## config.mk

```make
export PLATFORM = sky130hd
export DESIGN_NAME = pong_game_ctrl
export DESIGN_NICKNAME = d
export VERILOG_FILES = /design/src/rtl/pong_pkg.sv /design/src/rtl/tick_gen.sv /design/src/rtl/pong_game_ctrl.sv
export SDC_FILE = /design/constraint.sdc
export NUM_CORES = 1
export LEC_CHECK = 0
export CORE_MARGIN = 10
export CORE_UTILIZATION = 51
export DETAILED_ROUTE_END_ITERATION = 7
export PLACE_DENSITY = 0.8
export SYNTH_ARGS = -nofsm -noshare
export SYNTH_HDL_FRONTEND = slang
export SYNTH_SLANG_ARGS = --single-unit
export TNS_END_PERCENT = 100
```

## constraint.sdc

```tcl
create_clock -name clk -period 4.3 [get_ports clk]
set_input_delay 0.645 -clock clk [delete_from_list [all_inputs] [get_ports clk]]
set_output_delay 0.645 -clock clk [all_outputs]
set_load 0.05 [all_outputs]
```

## src/rtl/pong_pkg.sv

```systemverilog
// Shared Pong definitions: FSM state encodings, playfield constants and
// small arithmetic helpers used by the game controller.
package pong_pkg;

    typedef enum logic [2:0] {
        ST_IDLE  = 3'd0,
        ST_SERVE = 3'd1,
        ST_PLAY  = 3'd2,
        ST_POINT = 3'd3,
        ST_OVER  = 3'd4
    } state_e;

    localparam logic [9:0] X_LEFT   = 10'd70;
    localparam logic [9:0] X_RIGHT  = 10'd580;
    localparam logic [9:0] Y_TOP    = 10'd10;
    localparam logic [9:0] Y_BOTTOM = 10'd480;
    localparam logic [9:0] X_CENTRE = 10'd320;
    localparam logic [9:0] Y_CENTRE = 10'd240;

    // Magnitude of the difference: larger minus smaller, so it can never wrap.
    function automatic logic [9:0] abs_diff(input logic [9:0] a, input logic [9:0] b);
        return (a >= b) ? (a - b) : (b - a);
    endfunction

    function automatic logic [3:0] sat_inc(input logic [3:0] s, input logic [3:0] lim);
        return (s < lim) ? (s + 4'd1) : s;
    endfunction

endpackage

```

## src/rtl/tick_gen.sv

```systemverilog
// Free-running divider: counts 0..TICK_DIV-1 and flags the terminal count
// as a one-cycle tick strobe.
module tick_gen #(
    parameter int TICK_DIV = 100000
) (
    input  logic clk,
    input  logic rst_n,
    output logic tick
);

    localparam int CW = (TICK_DIV > 1) ? $clog2(TICK_DIV) : 1;
    localparam logic [CW-1:0] LAST = CW'(TICK_DIV - 1);

    logic [CW-1:0] cnt;

    always_ff @(posedge clk or negedge rst_n) begin
        if (!rst_n) begin
            cnt <= '0;
        end else if (cnt == LAST) begin
            cnt <= '0;
        end else begin
            cnt <= cnt + 1'b1;
        end
    end

    assign tick = (cnt == LAST);

endmodule

```

## src/rtl/pong_game_ctrl.sv

```systemverilog
// Pong game controller: serve/play/score sequencing, wall and paddle
// bounces, and the ball load/step strobes that drive the ball datapath.
module pong_game_ctrl
    import pong_pkg::*;
#(
    parameter int TICK_DIV    = 100000,
    parameter int WIN_SCORE   = 7,
    parameter int SERVE_WAIT  = 120,
    parameter int PADDLE_HALF = 40
) (
    input  logic       clk,
    input  logic       rst_n,
    input  logic       btn_start,
    input  logic [9:0] ball_x,
    input  logic [9:0] ball_y,
    input  logic [9:0] paddle_l_y,
    input  logic [9:0] paddle_r_y,
    output logic       ball_load,
    output logic       ball_step,
    output logic       dir_x,
    output logic       dir_y,
    output logic [3:0] score_l,
    output logic [3:0] score_r,
    output logic [2:0] state,
    output logic       game_over
);

    localparam int SW = (SERVE_WAIT > 1) ? $clog2(SERVE_WAIT) : 1;
    localparam logic [SW-1:0] SERVE_LAST = SW'(SERVE_WAIT - 1);
    localparam logic [3:0]    WIN        = 4'(WIN_SCORE);
    localparam logic [9:0]    HALF       = 10'(PADDLE_HALF);

    logic          tick;
    logic [2:0]    state_q, state_d;
    logic          btn_q;
    logic [SW-1:0] serve_cnt_q, serve_cnt_d;
    logic [3:0]    score_l_q, score_l_d, score_r_q, score_r_d;
    logic          dir_x_q, dir_x_d, dir_y_q, dir_y_d;
    logic          load_q, load_d, step_q, step_d;

    logic start_edge, at_left, at_right, miss_l, miss_r, serve_done, won;

    tick_gen #(.TICK_DIV(TICK_DIV)) u_tick_gen (
        .clk   (clk),
        .rst_n (rst_n),
        .tick  (tick)
    );

    assign start_edge = btn_start & ~btn_q;
    assign at_left    = (ball_x <= X_LEFT);
    assign at_right   = (ball_x >= X_RIGHT);
    assign miss_l     = at_left  && (abs_diff(ball_y, paddle_l_y) > HALF);
    assign miss_r     = at_right && (abs_diff(ball_y, paddle_r_y) > HALF);
    assign serve_done = tick && (serve_cnt_q == SERVE_LAST);
    assign won        = (score_l_q == WIN) || (score_r_q == WIN);

    always_ff @(posedge clk or negedge rst_n) begin
        if (!rst_n) begin
            state_q <= ST_IDLE;
        end else begin
            state_q <= state_d;
        end
    end

    always_comb begin
        state_d = state_q;
        case (state_q)
            ST_IDLE, ST_OVER: if (start_edge) state_d = ST_SERVE;
            ST_SERVE:         if (serve_done) state_d = ST_PLAY;
            ST_PLAY:          if (tick && (miss_l || miss_r)) state_d = ST_POINT;
            ST_POINT:         state_d = won ? ST_OVER : ST_SERVE;
            default:          state_d = ST_IDLE;
        endcase
    end

    // Datapath next values; a miss suppresses the step and any y bounce.
    always_comb begin
        serve_cnt_d = serve_cnt_q;
        score_l_d   = score_l_q;
        score_r_d   = score_r_q;
        dir_x_d     = dir_x_q;
        dir_y_d     = dir_y_q;
        load_d      = 1'b0;
        step_d      = 1'b0;
        case (state_q)
            ST_IDLE, ST_OVER: begin
                if (start_edge) begin
                    score_l_d   = '0;
                    score_r_d   = '0;
                    serve_cnt_d = '0;
                    load_d      = 1'b1;
                end
            end
            ST_SERVE: begin
                if (tick) serve_cnt_d = serve_done ? '0 : serve_cnt_q + 1'b1;
            end
            ST_PLAY: begin
                if (tick) begin
                    if (miss_l) begin
                        score_r_d = sat_inc(score_r_q, WIN);
                        dir_x_d   = 1'b0;
                    end else if (miss_r) begin
                        score_l_d = sat_inc(score_l_q, WIN);
                        dir_x_d   = 1'b1;
                    end else begin
                        step_d = 1'b1;
                        if (ball_y >= Y_BOTTOM)  dir_y_d = 1'b0;
                        else if (ball_y <= Y_TOP) dir_y_d = 1'b1;
                        if (at_left)  dir_x_d = 1'b1;
                        if (at_right) dir_x_d = 1'b0;
                    end
                end
            end
            ST_POINT: begin
                if (!won) begin
                    load_d  = 1'b1;
                    dir_y_d = ~dir_y_q;
                end
            end
            default: ;
        endcase
    end

    always_ff @(posedge clk or negedge rst_n) begin
        if (!rst_n) begin
            btn_q       <= 1'b0;
            serve_cnt_q <= '0;
            score_l_q   <= '0;
            score_r_q   <= '0;
            dir_x_q     <= 1'b1;
            dir_y_q     <= 1'b1;
            load_q      <= 1'b0;
            step_q      <= 1'b0;
        end else begin
            btn_q       <= btn_start;
            serve_cnt_q <= serve_cnt_d;
            score_l_q   <= score_l_d;
            score_r_q   <= score_r_d;
            dir_x_q     <= dir_x_d;
            dir_y_q     <= dir_y_d;
            load_q      <= load_d;
            step_q      <= step_d;
        end
    end

    always_comb begin
        state     = state_q;
        game_over = (state_q == ST_OVER);
        ball_load = load_q;
        ball_step = step_q;
        dir_x     = dir_x_q;
        dir_y     = dir_y_q;
        score_l   = score_l_q;
        score_r   = score_r_q;
    end

endmodule
```

==> flow_summary_export.csv <==
group,metric,value,unit
synthesis,yosys_warnings,0,
worst_setup_path,worstSetupPathType,"in2reg",
synthesis,synth_cells,491,
final_layout,diodes,0,
sta,period_needed,3.72,ns
synthesis,synth_area_per_cell,8.12,um2
floorplanning,die_width,108,um
worst_setup_path,cp-start-kind,"input pin",
min_path,hold_path_class,"in2async",
placement,dpl.hpwl,8230,um
clock_tree,tritoncts,"yes",
synthesis,synth.distinct_cells,73,
final_layout,area_delta_synth_final,18.3,%
clock_tree,postCtsHoldBufs,0,
global_route,antenna_found_initial,0,
drt,vias,3702,
worst_setup_path,cpMaxStageDelayCell,"clkdlybuf4s50_1",
power,power_frac_comb,0.365,
worst_setup_path,critPathCaptureType,"register",
final_layout,final_nets,632,
global_route,grt_usage,0.171,
floorplanning,die_area,0.0118,mm2
placement,portBuffers,58,
sta,finalSetupViolCount,0,
power,power_density,209,mW/mm2
clock_tree,htreeDepth,2,
final_layout,drive_above_1_share,0.0607,
clock_tree,cts_setup_buffers,0,
clock_tree,cts_sinks,40,
power,sw_frac_of_total,0.334,
drt,vias_per_cell,5.73,
worst_setup_path,timing.rr.end,"serve_cnt_q[6]$_DFFE_PN0P_",
floorplanning,die_h,108,um
worst_setup_path,cp_max_fo,8,
power,ir_worst_vdd,108,uV
worst_setup_path,max_stage_delay,0.53,ns
job,cap_violations,0,
sta,worst_slew_pin_slew,1.00,ns
power,pwr-share-seq,0.387,
drt,ant_nets,0,
clock_tree,cts_inserted_buffers,5,
sta,fin_crit_sh,0.864,
clock_tree,cts_root_buf,"clkbuf_8",
placement,place_congestion,0.878,
synthesis,synth_ff_type,"dfrtp_1",
worst_setup_path,arrival,3.94,ns
worst_setup_path,required,4.52,ns
sta,slew_violations,0,
global_route,grt_overflow,0,
clock_tree,cts_resized,0,
final_layout,final_cell_mix,"clkdlybuf4s50_1 (57), nor2_1 (45), inv_1 (43)",
worst_setup_path,reg2reg_from,"u_tick_gen.cnt[12]$_DFF_PN0_",
clock_tree,clock_path_buffers,2,
power,p_switching,0.330,mW
outcome,status,"finished, final reports clean",
synthesis,synth_edf_count,0,
floorplanning,rows,32,
power,p_leak,2.16,nW
worst_setup_path,r2r_cells,7,
floorplanning,core-area,0.00765,mm2
power,internal-power,0.656,mW
sta,hold_viol,0,
drt,drc,0,
global_route,grt_pass1_wl,16900,um
synthesis,syn_area,0.00399,mm2
synthesis,synth_fp_nets,580,
drt,routed_wl,10000,um
clock_tree,clk_latency,0.30,ns
drt,drtIter0Drc,226,
final_layout,nFillCells,664,
sta,finalSetupTns,0,ns
sta,slew_headroom,0.313,
worst_setup_path,r2r_slack,1.32,ns
final_layout,mostFrequentLayoutCell,"clkdlybuf4s50_1",
clock_tree,clk_pin_slew,0.08,ns
sta,skew,0.0146,ns
synthesis,ys_seq_elements,40,
power,p_clk_frac,0.248,
floorplanning,ios,59,
floorplanning,start_util,0.521,
global_route,grt_max_degree,41,
global_route,grt_pass1_vias,3735,
sta,rsz0062_at_grt,"no",
drt,dr.pass1.iters,4,
sta,max_freq,0.269,GHz
drt,wire_per_inst,15.5,um
worst_setup_path,path_cells,"clkdlybuf4s50_1, inv_1, ha_1, nor2_2, a211oi_2, o21a_1, o41a_1, xnor2_1, or4_4, o311a_4, o31a_1, a31oi_1",
synthesis,synth_seq_area_share,0.252,
sta,whs,0.464,ns
synthesis,async_reset_ff_frac,1.00,
[worst max path at each step]
stage                  startpoint           endpoint  slack, ns
finish                  ball_y[3]  dir_y$_DFFE_PN1P_       0.58
global route            ball_y[1]  dir_y$_DFFE_PN1P_       0.38
CTS                     ball_y[2]  dir_y$_DFFE_PN1P_       0.60
detailed placement      ball_y[2]  dir_y$_DFFE_PN1P_       0.30
global placement        ball_y[1]  dir_y$_DFFE_PN1P_       0.40
floorplan           paddle_r_y[0]  dir_y$_DFFE_PN1P_       1.02
[state kept, by name, summed over array words and instances, names as in the netlist]
name	count
u_tick_gen.cnt	17
ball_load	1
ball_step	1
btn_q	1
state	3
dir_x	1
score_r	4
score_l	4
dir_y	1
serve_cnt_q	7
[worst max-delay path: cells and delay by family]
kind | cells | cell delay (ns)
AO/OA/AOI/OAI | 6 | 1.45
adder cells (fa/ha/maj) | 1 | 0.43
AND/OR/NAND/NOR | 2 | 0.66
XOR/XNOR | 1 | 0.14
buffers and inverters | 2 | 0.63
[cell usage after synthesis, drive strengths merged (3+ instances only)]
cell type  number  area [um2]
nand4           5        31.3
nor4            3        18.8
clkbuf         12        45.0
nand2b         13        88.8
a21o            7        52.6
xor2           11        96.3
inv            45         169
or2             3        18.8
o21ai          31         163
or3             3        18.8
mux2i           3        30.0
a31oi           7        43.8
nor2b          12        75.1
nand3          15        75.1
and3            8        50.1
a211o           3        26.3
a21oi          36         184
a2111oi         3        26.3
dfrtp          38         951
nor2           46         175
nor3           13        65.1
xnor2          21         184
o31ai           9        67.6
o21a           10        75.1
nand2          32         120
buf             5        42.5
fa              4        80.1
ha             42         526
nor3b           4        30.0
or4             3        26.3
[layer usage]
layer / part of all wire / GRT usage
met5: 0 / 0
met4: 0.022 / 0.0603
met3: 0.040 / 0.0280
met2: 0.52 / 0.309
met1: 0.42 / 0.199
[through the flow]
stage / cell area [um2] / cells / power [mW] / setup WS (ns) / util
after floorplan: 3990 / 491 / 0.633 / 1.02 / -
after global placement: 4630 / 638 / 0.734 / 0.404 / 0.606
after detailed placement: 4630 / 638 / 0.745 / 0.298 / 0.606
after CTS: 4720 / 646 / 0.991 / 0.598 / 0.617
after global routing: 4720 / 646 / 1.04 / 0.379 / 0.617
final: 4720 / 646 / 0.985 / 0.583 / 0.617
[power groups by stage]
stage	registers, mW	clock network [mW]	logic, mW
final	0.381	0.244	0.360
after global routing	0.381	0.263	0.398
after CTS	0.381	0.252	0.358
after detailed placement	0.389	0	0.356
after global placement	0.389	0	0.346
after floorplan	0.396	0	0.237
[kinds of logic (layout without fill, tap and decap cells)]
| group | after synthesis | count (layout) | synth area share |
|---|---|---|---|
| mux | 5 | 5 | 0.0132 |
| xor+xnor | 32 | 32 | 0.0703 |
| flops | 40 | 40 | 0.252 |
| compound gates | 137 | 137 | 0.231 |
| buf+inv | 62 | 115 | 0.0643 |
| fa+ha+maj | 46 | 46 | 0.152 |
| simple gates | 169 | 169 | 0.217 |
[area by class of cell]
| type | count | area [um2] | area share |
|---|---|---|---|
| clock buffers | 6 | 72.6 | 0.0154 |
| well taps | 102 | 128 | 0.0270 |
| multi-input cells | 389 | 2730 | 0.578 |
| clock inverters | 2 | 12.5 | 0.00265 |
| repair buffers | 62 | 606 | 0.128 |
| flip-flops and latches | 40 | 1000 | 0.213 |
| inverters | 45 | 169 | 0.0358 |
(Power assumes the default switching activity.)
